### src/rtl/logic_func_pipe.sv
// Two-stage pipelined multi-channel evaluator of the lab logic function
// with per-item mode select, valid/ready backpressure, and a built-in
// exhaustive self-test that sweeps all 16 input combinations.
module logic_func_pipe #(
  parameter int WIDTH = 4
) (
  input  logic             clk,
  input  logic             rst_n,
  input  logic [WIDTH-1:0] a,
  input  logic [WIDTH-1:0] b,
  input  logic [WIDTH-1:0] c,
  input  logic [WIDTH-1:0] d,
  input  logic [1:0]       mode,
  input  logic             in_valid,
  output logic             in_ready,
  output logic [WIDTH-1:0] f,
  output logic             out_valid,
  input  logic             out_ready,
  input  logic             bist_start,
  input  logic             bist_inject,
  output logic             bist_busy,
  output logic             bist_done,
  output logic             bist_pass,
  output logic [4:0]       bist_errs
);

  typedef enum logic [1:0] {
    IDLE  = 2'd0,
    SWEEP = 2'd1,
    DRAIN = 2'd2,
    DONE  = 2'd3
  } state_t;

  state_t state, state_next;

  // Self-test vector counter
  logic [3:0] n_cnt, n_cnt_next;

  // Stage 1: h, d, mode, valid, plus self-test tag and vector number
  logic             s1_valid;
  logic             s1_bist;
  logic [WIDTH-1:0] s1_h;
  logic [WIDTH-1:0] s1_d;
  logic [1:0]       s1_mode;
  logic [3:0]       s1_n;

  // Stage 2: result, valid, plus self-test tag and vector number
  logic             s2_valid;
  logic             s2_bist;
  logic [WIDTH-1:0] s2_f;
  logic [3:0]       s2_n;

  // Next-value inputs for the stages
  logic             s1_valid_in;
  logic             s1_bist_in;
  logic [WIDTH-1:0] s1_h_in;
  logic [WIDTH-1:0] s1_d_in;
  logic [1:0]       s1_mode_in;
  logic [WIDTH-1:0] s2_f_in;

  logic busy;
  logic user_ok;
  logic advance;
  logic accept;
  logic start_bist;
  logic golden_bit;
  logic mismatch;
  logic [4:0] errs;

  assign busy       = (state == SWEEP) || (state == DRAIN);
  assign user_ok    = (state == IDLE) || (state == DONE);
  // Self-test results never leave the block, so they don't count as output
  assign out_valid  = s2_valid && !s2_bist && !busy;
  assign advance    = !out_valid || out_ready;
  assign in_ready   = advance && user_ok;
  assign accept     = in_valid && in_ready;
  assign start_bist = bist_start && user_ok;
  assign f          = s2_f;

  assign bist_busy  = busy;
  assign bist_done  = (state == DONE);
  assign bist_pass  = (state == DONE) && (errs == 5'd0);
  assign bist_errs  = errs;

  // Golden result for the vector currently in stage 2 (mode 0 lab function)
  assign golden_bit = s2_n[0] & ~((s2_n[3] & s2_n[2]) | s2_n[1]);
  assign mismatch   = (s2_f != {WIDTH{golden_bit}});

  // Self-test state register and vector counter
  always_ff @(posedge clk or negedge rst_n) begin
    if (!rst_n) begin
      state <= IDLE;
      n_cnt <= 4'd0;
    end else begin
      state <= state_next;
      n_cnt <= n_cnt_next;
    end
  end

  // Self-test sequencing: sweep 16 vectors, drain the pipe, then report
  always_comb begin
    state_next = state;
    n_cnt_next = n_cnt;
    unique case (state)
      IDLE, DONE: begin
        if (bist_start) begin
          state_next = SWEEP;
          n_cnt_next = 4'd0;
        end
      end
      SWEEP: begin
        n_cnt_next = n_cnt + 4'd1;
        if (n_cnt == 4'hF) state_next = DRAIN;
      end
      DRAIN: begin
        if (s2_valid && s2_bist && (s2_n == 4'hF)) state_next = DONE;
      end
      default: state_next = IDLE;
    endcase
  end

  // Stage-1 source: sweep vectors own the pipe while sweeping, else the ports
  always_comb begin
    s1_valid_in = accept;
    s1_bist_in  = 1'b0;
    s1_h_in     = (a & b) | c;
    s1_d_in     = d;
    s1_mode_in  = mode;
    if (state == SWEEP) begin
      s1_valid_in = 1'b1;
      s1_bist_in  = 1'b1;
      s1_h_in     = {WIDTH{(n_cnt[3] & n_cnt[2]) | n_cnt[1]}};
      s1_d_in     = {WIDTH{n_cnt[0]}};
      s1_mode_in  = 2'd0;
    end
  end

  // Stage-2 function select, with optional bit-0 corruption of sweep results
  always_comb begin
    s2_f_in = '0;
    case (s1_mode)
      2'd0:    s2_f_in = s1_d & ~s1_h;
      2'd1:    s2_f_in = s1_h;
      2'd2:    s2_f_in = s1_h | s1_d;
      default: s2_f_in = s1_h ^ s1_d;
    endcase
    if (s1_bist && bist_inject) s2_f_in[0] = ~s2_f_in[0];
  end

  // Pipeline registers; starting a self-test flushes any user items in flight
  always_ff @(posedge clk or negedge rst_n) begin
    if (!rst_n) begin
      s1_valid <= 1'b0;
      s1_bist  <= 1'b0;
      s1_h     <= '0;
      s1_d     <= '0;
      s1_mode  <= 2'd0;
      s1_n     <= 4'd0;
      s2_valid <= 1'b0;
      s2_bist  <= 1'b0;
      s2_f     <= '0;
      s2_n     <= 4'd0;
    end else if (start_bist) begin
      s1_valid <= 1'b0;
      s1_bist  <= 1'b0;
      s2_valid <= 1'b0;
      s2_bist  <= 1'b0;
    end else if (advance) begin
      s1_valid <= s1_valid_in;
      s1_bist  <= s1_bist_in;
      s1_h     <= s1_h_in;
      s1_d     <= s1_d_in;
      s1_mode  <= s1_mode_in;
      s1_n     <= n_cnt;
      s2_valid <= s1_valid;
      s2_bist  <= s1_bist;
      s2_f     <= s2_f_in;
      s2_n     <= s1_n;
    end
  end

  // Mismatch counter: one count per wrong vector, saturating at 16
  always_ff @(posedge clk or negedge rst_n) begin
    if (!rst_n) begin
      errs <= 5'd0;
    end else if (start_bist) begin
      errs <= 5'd0;
    end else if (busy && s2_valid && s2_bist && mismatch && (errs != 5'd16)) begin
      errs <= errs + 5'd1;
    end
  end

endmodule

### config.mk
export PLATFORM = sky130hd
export DESIGN_NAME = logic_func_pipe
export DESIGN_NICKNAME = d
export VERILOG_FILES = /design/src/rtl/logic_func_pipe.sv
export SDC_FILE = /design/constraint.sdc
export NUM_CORES = 1
export LEC_CHECK = 0
export ABC_AREA = 0
export BUFFER_PORTS_ARGS = -buffer_cell sky130_fd_sc_hd__buf_2
export CORE_ASPECT_RATIO = 0.9
export CORE_UTILIZATION = 50
export DETAILED_ROUTE_END_ITERATION = 10
export HOLD_SLACK_MARGIN = 0.02
export PLACE_DENSITY = 0.75
export SLEW_MARGIN = 20
export SYNTH_ARGS = -nofsm -noshare
export SYNTH_HDL_FRONTEND = slang
export SYNTH_SLANG_ARGS = --single-unit
### constraint.sdc
create_clock -name clk -period 1.8 [get_ports clk]
set_input_delay 0.45 -clock clk [delete_from_list [all_inputs] [get_ports clk]]
set_output_delay 0.45 -clock clk [all_outputs]
set_load 0.005 [all_outputs]
## Word level (Yosys, flattened, before mapping)

Cells that the tools add are included.

| word-level totals | value |
|---|---|
| bits in registers | 37 |
| output and inout bits | 14 |
| logic and storage cells | 93 |

| cells by class | value |
|---|---|
| add/sub/neg operators | 2 |
| equal/unequal tests | 12 |
| multiplexer cells | 23 |
| bitwise gates (word level) | 14 |
| reduce and logical (&&, ||, !) cells | 29 |

Operators by type and width:

| kind | count |
|---|---|
| logical AND 1 bit | 13 |
| 2-to-1 mux 4 bit | 3 |
| case mux 4 bit (3 select lines) | 1 |
| 2-to-1 mux 1 bit | 11 |
| 2-to-1 mux 5 bit | 2 |
| AND 4 bit | 2 |
| equality test 4 bit (second input constant) | 2 |
| 2-to-1 mux 2 bit | 4 |
| OR 4 bit | 2 |
| case mux 4 bit (2 select lines) | 1 |
| equality test 2 bit (second input constant) | 3 |
| case mux 2 bit (3 select lines) | 1 |
| nonzero test 2 bit | 3 |
| adder 5 x 1 -> 5 bit (second input constant) | 1 |
| logical NOT 5 bit | 1 |
| inequality test 5 bit (second input constant) | 1 |
| adder 4 x 1 -> 4 bit (second input constant) | 1 |
| equality test 2 x 1 -> 1 bit (second input constant) | 2 |
| logical NOT 2 bit | 2 |
| inequality test 2 x 1 -> 1 bit (second input constant) | 2 |
| inequality test 4 bit | 1 |
| inverter 4 bit | 1 |
| AND reduction 2 bit | 2 |
| bitwise XOR 4 bit | 1 |
| other kinds (8) | 17 |

## Depth between registers and ports, before layout

Gate-level depths: netlist (run 1).

| logic depth | value |
|---|---|
| depth in word-level cells | 11 |
| mapped depth | 8 |
| depth with buffers taken out | 6 |

## Least setup slack after synthesis (run 1)

OpenSTA, ideal clock, no wires.

| timing | value |
|---|---|
| path type | reg-to-reg |
| start point | register state[0] |
| end point | register s1_h[0] |
| library setup time | 0.125 ns |
| arrival time | 1.652 ns |
| slack | 0.023 ns |
| cell stages (with the launch flop) | 8 |
| path buffers | 2 |
| clock period less this slack | 1.777 ns |
| path through | dfrtp_1 inv_1 ha_1 and4bb_4 nand2b_4 buf_6 buf_6 mux2_4 |

| on the way | value |
|---|---|
| cells in the longest elaborated chain, start to end | 7 |
| elaborated cells between the ends (all ways) | 14 |
| those cells by class | eq/ne (3); mux (1); bitwise (1); reduce/logical (9) |

Ends and longest elaborated chain:

| what | RTL line | source |
|---|---|---|
| start: declaration | 34 | `state_t state, state_next;` |
| start signal: assignment | 95 | `state <= state_next;` |
| equality test 2 x 1 -> 1 bit / equality test 2 bit (equally long branches) | 70, 129 |  |
| logical OR 1 bit | 70 | `assign busy = (state == SWEEP) \|\| (state == DRAIN);` |
| logical NOT 1 bit | 73 | `assign out_valid = s2_valid && !s2_bist && !busy;` |
| logical AND 1 bit | 73 |  |
| logical NOT 1 bit | 74 | `assign advance = !out_valid \|\| out_ready;` |
| logical OR 1 bit | 74 |  |
| AND reduction 2 bit (no line) | - |  |
| end signal: assignment | 171 | `s1_h <= s1_h_in;` |
| end: declaration | 42 | `logic [WIDTH-1:0] s1_h;` |

Parallel ways exist; a longest one is shown, timed or not.
A chain may end at the register's enable or synchronous reset.

## Worst setup path after layout (run 1)

| timing | value |
|---|---|
| start point | register state[1] |
| end point | output in_ready |

| on the way | value |
|---|---|
| cells in the longest elaborated chain, start to end | 7 |
| elaborated cells between the ends (all ways) | 11 |
| those cells by class | eq/ne (3); reduce/logical (8) |

Ends and longest elaborated chain:

| what | RTL line | source |
|---|---|---|
| equality test 2 x 1 -> 1 bit / equality test 2 bit (equally long branches) | 70 |  |
| logical OR 1 bit | 70 |  |
| logical NOT 1 bit | 73 |  |
| logical AND 1 bit | 73 |  |
| logical NOT 1 bit | 74 |  |
| logical OR 1 bit | 74 |  |
| logical AND 1 bit (*) | 75 | `assign in_ready = advance && user_ok;` |
| end: declaration | 15 | `output logic in_ready,` |

Mark *: on every way between the ends. The rest lies on a longest branch, timed or not.

==> results of run 1 <==
## layer usage
layer	track usage, %	vias up
met5	0	-
met4	7.50	0
met3	4.35	7
met2	33.3	39
met1	28.2	795
li1	-	830
## final timing paths
| path | end | from | slack [ns] |
|---|---|---|---|
| max | in_ready | state[1] | -0.05 |
| min | f[2] | rst_n | 0.19 |
| max reg2reg | s2_n[1] | state[1] | 0.06 |
| min reg2reg | s1_valid | s1_valid | 0.50 |
| max in group asynchronous | bist_errs[0] | rst_n | 1.27 |
| min in group clk | s1_mode[0] | mode[0] | 0.41 |
## cells in the mapped netlist (all sizes together) (3+ instances only)
library cell	instances	area (um2)
inv	15	56.3
a21oi	4	20.0
nor2	6	22.5
nand2	21	78.8
a31oi	4	25.0
buf	8	52.6
nand2b	5	46.3
and2	4	27.5
nand4	4	25.0
o21ai	22	110
o211ai	3	22.5
dfrtp	37	926
nor4	3	25.0
mux2	17	225
ha	15	188
mux2i	6	60.1
## metrics by stage
stage          setup TNS (ns)  total power [W]  setup slack [ns]  area, um2  hold slack [ns]
6_report              -0.0483          0.00462           -0.0483       2610            0.193
5_1_grt                -0.184          0.00502           -0.0940       2610            0.231
4_1_cts               -0.0372          0.00453           -0.0372       2570            0.214
2_1_floorplan               0          0.00313            0.0229       2170            0.154
3_3_place_gp                0          0.00364            0.0831       2420            0.474
3_5_place_dp                0          0.00373           0.00343       2420            0.477
## report_power, final
part           total (W)  leakage (nW)  internal [W]  switching, W
logic            0.00243         0.753       0.00127       0.00116
clock network   0.000636        0.0542      0.000346      0.000290
registers        0.00156         0.472       0.00118      0.000380
## kinds of logic (layout without fill, tap and decap cells)
group                    after synthesis  after routing  share of synthesized area, %
flip-flops                            37             37                          42.7
AO/OA/AOI/OAI                         51             51                          15.2
buffers and inverters                 24             74                          5.19
adder cells (fa/ha/maj)               15             15                          8.66
AND/OR/NAND/NOR                       52             53                          13.6
multiplexers                          24             24                          14.2
XOR/XNOR                               1              1                         0.404
## placed cells by master (no fill, tap or decap), types with 2 or more instances in the layout
cell / instances
buf_2: 37
dfrtp_1: 36
nand2_1: 21
o21ai_0: 19
buf_4: 13
inv_1: 12
ha_1: 11
mux2_4: 9
mux2_2: 8
clkbuf_8: 7
mux2i_1: 6
nor2_1: 5
nand4_1: 4
a31oi_1: 4
a21oi_1: 4
inv_2: 3
nand2b_1: 3
nand2b_4: 3
o21ai_1: 3
and2_1: 3
o211ai_1: 3
ha_2: 3
a41oi_1: 2
nand3_1: 2
a22o_1: 2
a21o_1: 2
nor3_1: 2
o21a_1: 2
nor4_1: 2
o31ai_1: 2
a2bb2oi_1: 2
## final cells by class
| type | instances | area (um2) | share of cell area [%] |
|---|---|---|---|
| clock buffer | 7 | 96.3 | 3.69 |
| clock inverter | 1 | 5.00 | 0.191 |
| inverter | 15 | 56.3 | 2.15 |
| multi-input combinational | 144 | 1170 | 44.9 |
| sequential | 37 | 927 | 35.5 |
| tap | 48 | 60.1 | 2.30 |
| timing repair buffer | 51 | 294 | 11.2 |
## registers in the layout, summed over array words and instances, names as in the netlist
name and count:
s2_valid 1, s1_bist 1, bist_errs 5, n_cnt 4, f 4, s1_valid 1
state 2, s1_h 4, s1_n 4, s1_mode 2, s1_d 4, s2_bist 1
s2_n 4
## repair_timing
item                                    in CTS  in global routing
pin swaps                                    0                  1
gates resized for setup                      4                  9
buffers inserted                             5                  1
gates cloned                                 0                  1
endpoints found under the setup margin       4                 24
==> impl_metrics.json, run 1 <==
{
  "finalWirelength_mm": 4.35,
  "synthArstFlopShare_pct": 100,
  "setup_viol": 1,
  "die_w_um": 71.4,
  "status": "finished, violations left",
  "period_needed_ns": 1.85,
  "rsz0062_at_grt": "yes",
  "cts_tree": "done",
  "grt_pass1_wl_mm": 7.37,
  "drt_iter0_drc": 31,
  "setup_slack_ns": -0.0483,
  "syn_to_final_growth_pct": 20.5,
  "synth_ff_type": "dfrtp_1",
  "ff2ff_path_depth": 5,
  "path_cells": "ha_4 > and4bb_4 > nor2_2 > buf_2",
  "grt_start_max_net_pins": 38,
  "route.detailed.wl_per_inst_um": 14.3,
  "syn_area_per_cell_um2": 10.6,
  "critPathLaunchType": "flop",
  "io_pins": 38,
  "first_global_vias": 1598,
  "antenna_cells": 0,
  "p_leak_nw": 1.28,
  "coreArea_um2": 4130,
  "clock_sinks": 37,
  "place_inst": 288,
  "vias": 1671,
  "final_util_pct": 63.3,
  "ys_seq_area_share_pct": 42.7,
  "antenna_found_initial": 0,
  "cpMaxStageDelayCell": "dfrtp_1",
  "clk_latency_ns": 0.29,
  "syn_area_um2": 2170,
  "maxSlewHeadroom_pct": 68.1,
  "post-dp-hpwl_mm": 3.09,
  "die-area_um2": 4600,
  "cts_root_buffer": "clkbuf_8",
  "io_buffers": 37,
  "syn_nets": 243,
  "postCtsHoldBufs": 0,
  "ys_types": 43,
  "required_ns": 1.35,
  "path_class": "flop to output pin",
  "synth_cells": 204,
  "path_buf_inv": 1,
  "numCtsBuffers": 5,
  "cap_violations": 0,
  "num-nets-final": 293,
  "drcViolationCount": 0,
  "ant_nets": 0,
  "rows": 22,
  "clk_path_buf_depth": 2,
  "min_path_type": "input port to async pin",
  "hold_viol": 0,
  "dr_wl_met2_mm": 2.05,
  "wl_met1_mm": 2.09,
  "fmax_mhz": 541,
  "final_cells": 303,
  "power_density_nw_per_um2": 1770,
  "critPathMaxStageDelay_ns": 0.42,
  "crit_path_end_kind": "output pin",
  "drv_slew": 0,
  "layout-drive-gt1-share_pct": 37.3,
  "fill_cells": 343,
  "top_layer": "met4",
  "gr-total-overflow": 0,
  "track_usage_pct": 20.9,
  "cts_max_level": 2,
  "finClkSkew_ns": 0.00290,
  "synth_warnings": 0,
  "viasPerCell": 5.51,
  "clkTransAtPathRegs_ns": 0.07,
  "post-route-period-util_pct": 103,
  "place.gp.congestion": 0.828,
  "violations": "setup timing",
  "die_y_um": 64.5,
  "cp.depth": 4,
  "wl_met3_um": 146,
  "path_max_fanout": 3,
  "vdd_drop_max_mv": 0.796,
  "firstDrtPassIters": 4,
  "synth-edff-count": 0,
  "worst_slew_pin_slew_ns": 0.474,
  "cp_top_family": "flip-flops",
  "cp.arrival_ns": 1.40,
  "start_util_pct": 52.5,
  "synth-seq-cells": 37
}
(Power assumes the default switching activity.)
==> run 2, diff against run 1 <==
--- a/config.mk
+++ b/config.mk
@@ -10,8 +10,10 @@
 export CORE_ASPECT_RATIO = 0.9
 export CORE_UTILIZATION = 50
 export DETAILED_ROUTE_END_ITERATION = 10
+export GPL_TIMING_DRIVEN = 0
 export HOLD_SLACK_MARGIN = 0.02
 export PLACE_DENSITY = 0.75
+export SKIP_CTS_REPAIR_TIMING = 1
 export SLEW_MARGIN = 20
 export SYNTH_ARGS = -nofsm -noshare
 export SYNTH_HDL_FRONTEND = slang
==> impl_metrics.json, run 2 (synthesis gave the netlist of run 1 again) <==
{
  "status": "finished, violations left",
  "violations": "setup timing",
  "rsz0062_at_grt": "yes",
  "vias": 1690,
  "clkTransAtPathRegs_ns": 0.08,
  "setup_slack_ns": -0.132,
  "rrSetupSlack_ns": -0.12,
  "path_max_fanout": 4,
  "place.gp.congestion": 0.830,
  "reg2reg_from": "state[0]",
  "clk_latency_ns": 0.29,
  "required_ns": 1.35,
  "antenna_cells": 0,
  "drcViolationCount": 0,
  "min_path_type": "input port to async pin",
  "rows": 22,
  "clk_path_buf_depth": 2,
  "drt_iter0_drc": 51,
  "setup_viol": 17,
  "route.detailed.wl_per_inst_um": 13.8,
  "antenna_found_initial": 0,
  "firstDrtPassIters": 4,
  "wl_met3_um": 195,
  "viasPerCell": 5.52,
  "cts_max_level": 2,
  "post-dp-hpwl_mm": 3.07,
  "grt_start_max_net_pins": 38,
  "path_class": "flop to output pin",
  "gr-total-overflow": 0,
  "cts_root_buffer": "clkbuf_8",
  "finalWirelength_mm": 4.23,
  "coreArea_um2": 4130,
  "num-nets-final": 296,
  "vdd_drop_max_mv": 0.747,
  "die_y_um": 64.5,
  "mostFrequentLayoutCells": "39 x buf_2, 36 x dfrtp_1, 21 x nand2_1",
  "first_global_vias": 1563,
  "worst_slew_pin_slew_ns": 0.794,
  "finClkSkew_ns": 0.00903,
  "dp_slack_ns": -0.141,
  "wl_met1_mm": 2.00,
  "critPathLaunchType": "flop",
  "dr_wl_met2_mm": 1.98,
  "cp.arrival_ns": 1.48,
  "layout-drive-gt1-share_pct": 37.6,
  "ff2ff_path_depth": 7,
  "post-route-period-util_pct": 107,
  "numCtsBuffers": 5,
  "p_leak_nw": 1.32,
  "ant_nets": 0,
  "syn_to_final_growth_pct": 24.2,
  "top_layer": "met4",
  "fmax_mhz": 518,
  "r2r_end": "s1_h[3]",
  "largest_reg_flops": 5,
  "cts_tree": "done",
  "die-area_um2": 4600,
  "grt_pass1_wl_mm": 7.21,
  "io_buffers": 37,
  "hold_viol": 0,
  "drv_slew": 0,
  "layout_commonest_cell": "buf_2",
  "final_cells": 306,
  "die_w_um": 71.4,
  "crit_path_end_kind": "output pin",
  "maxSlewHeadroom_pct": 47.1,
  "clock_sinks": 37,
  "timing.hold.ws_ns": 0.237,
  "io_pins": 38,
  "start_util_pct": 52.5,
  "cap_violations": 0,
  "power_density_nw_per_um2": 1830,
  "place_inst": 289,
  "period_needed_ns": 1.93,
  "track_usage_pct": 20.7
}
==> run 2: cell count changes in the layout (fill, tap and decap cells not counted), sizes merged <==
cell / change
nand2b: -1
clkbuf: +1
buf: +3
==> run 2: cell type report <==
| class | instances | area [um2] |
|---|---|---|
| Clock buffer | 7 | 96.3 |
| Tap cell | 48 | 60.1 |
| Inverter | 15 | 61.3 |
| Buffer | 7 | 76.3 |
| Clock inverter | 1 | 5.00 |
| Fill cell | 334 | 1440 |
| Sequential cell | 37 | 927 |
| Multi-Input combinational cell | 143 | 1170 |
| Timing Repair Buffer | 48 | 299 |
==> run 2: critical path, cell delays in order, from the launching register on <==
cell and delay, ns:
dfrtp_1 0.41, inv_2 0.07, ha_4 0.29, and4bb_4 0.26, nor2_2 0.05, buf_2 0.12
==> run 2: metal layers <==
metal	track usage, %	vias to the layer above
met1	27.8	804
met2	32.7	42
met4	8.25	0
li1	-	837
met3	4.35	7
met5	0	-
==> run 2: where the power goes <==
group	leakage [nW]	internal [W]	switching (W)
logic	0.790	0.00151	0.00127
clock network	0.0542	0.000346	0.000289
registers	0.472	0.00118	0.000323
==> run 2: worst max-delay path by stage <==
stage / start / slack [ns] / cells after the start / endpoint
final: state[0] / -0.13 / 5 / in_ready
after floorplan: state[0] / 0.02 / 7 / s1_h[0]
after detailed placement: state[0] / -0.14 / 7 / s1_h[1]
after CTS: state[0] / -0.38 / 6 / in_ready
after global routing: state[0] / -0.20 / 5 / in_ready
after global placement: state[0] / -0.12 / 6 / n_cnt[3]
==> run 2: per-stage QoR <==
stage	total power (W)	cell area, um2	TNS, ns	utilization, %
6_report	0.00492	2690	-1.23	65.2
5_1_grt	0.00533	2690	-3.35	65.2
4_1_cts	0.00439	2510	-2.98	60.9
3_5_place_dp	0.00374	2410	-1.66	58.5
3_3_place_gp	0.00366	2410	-1.24	58.5
2_1_floorplan	0.00313	2170	0	-
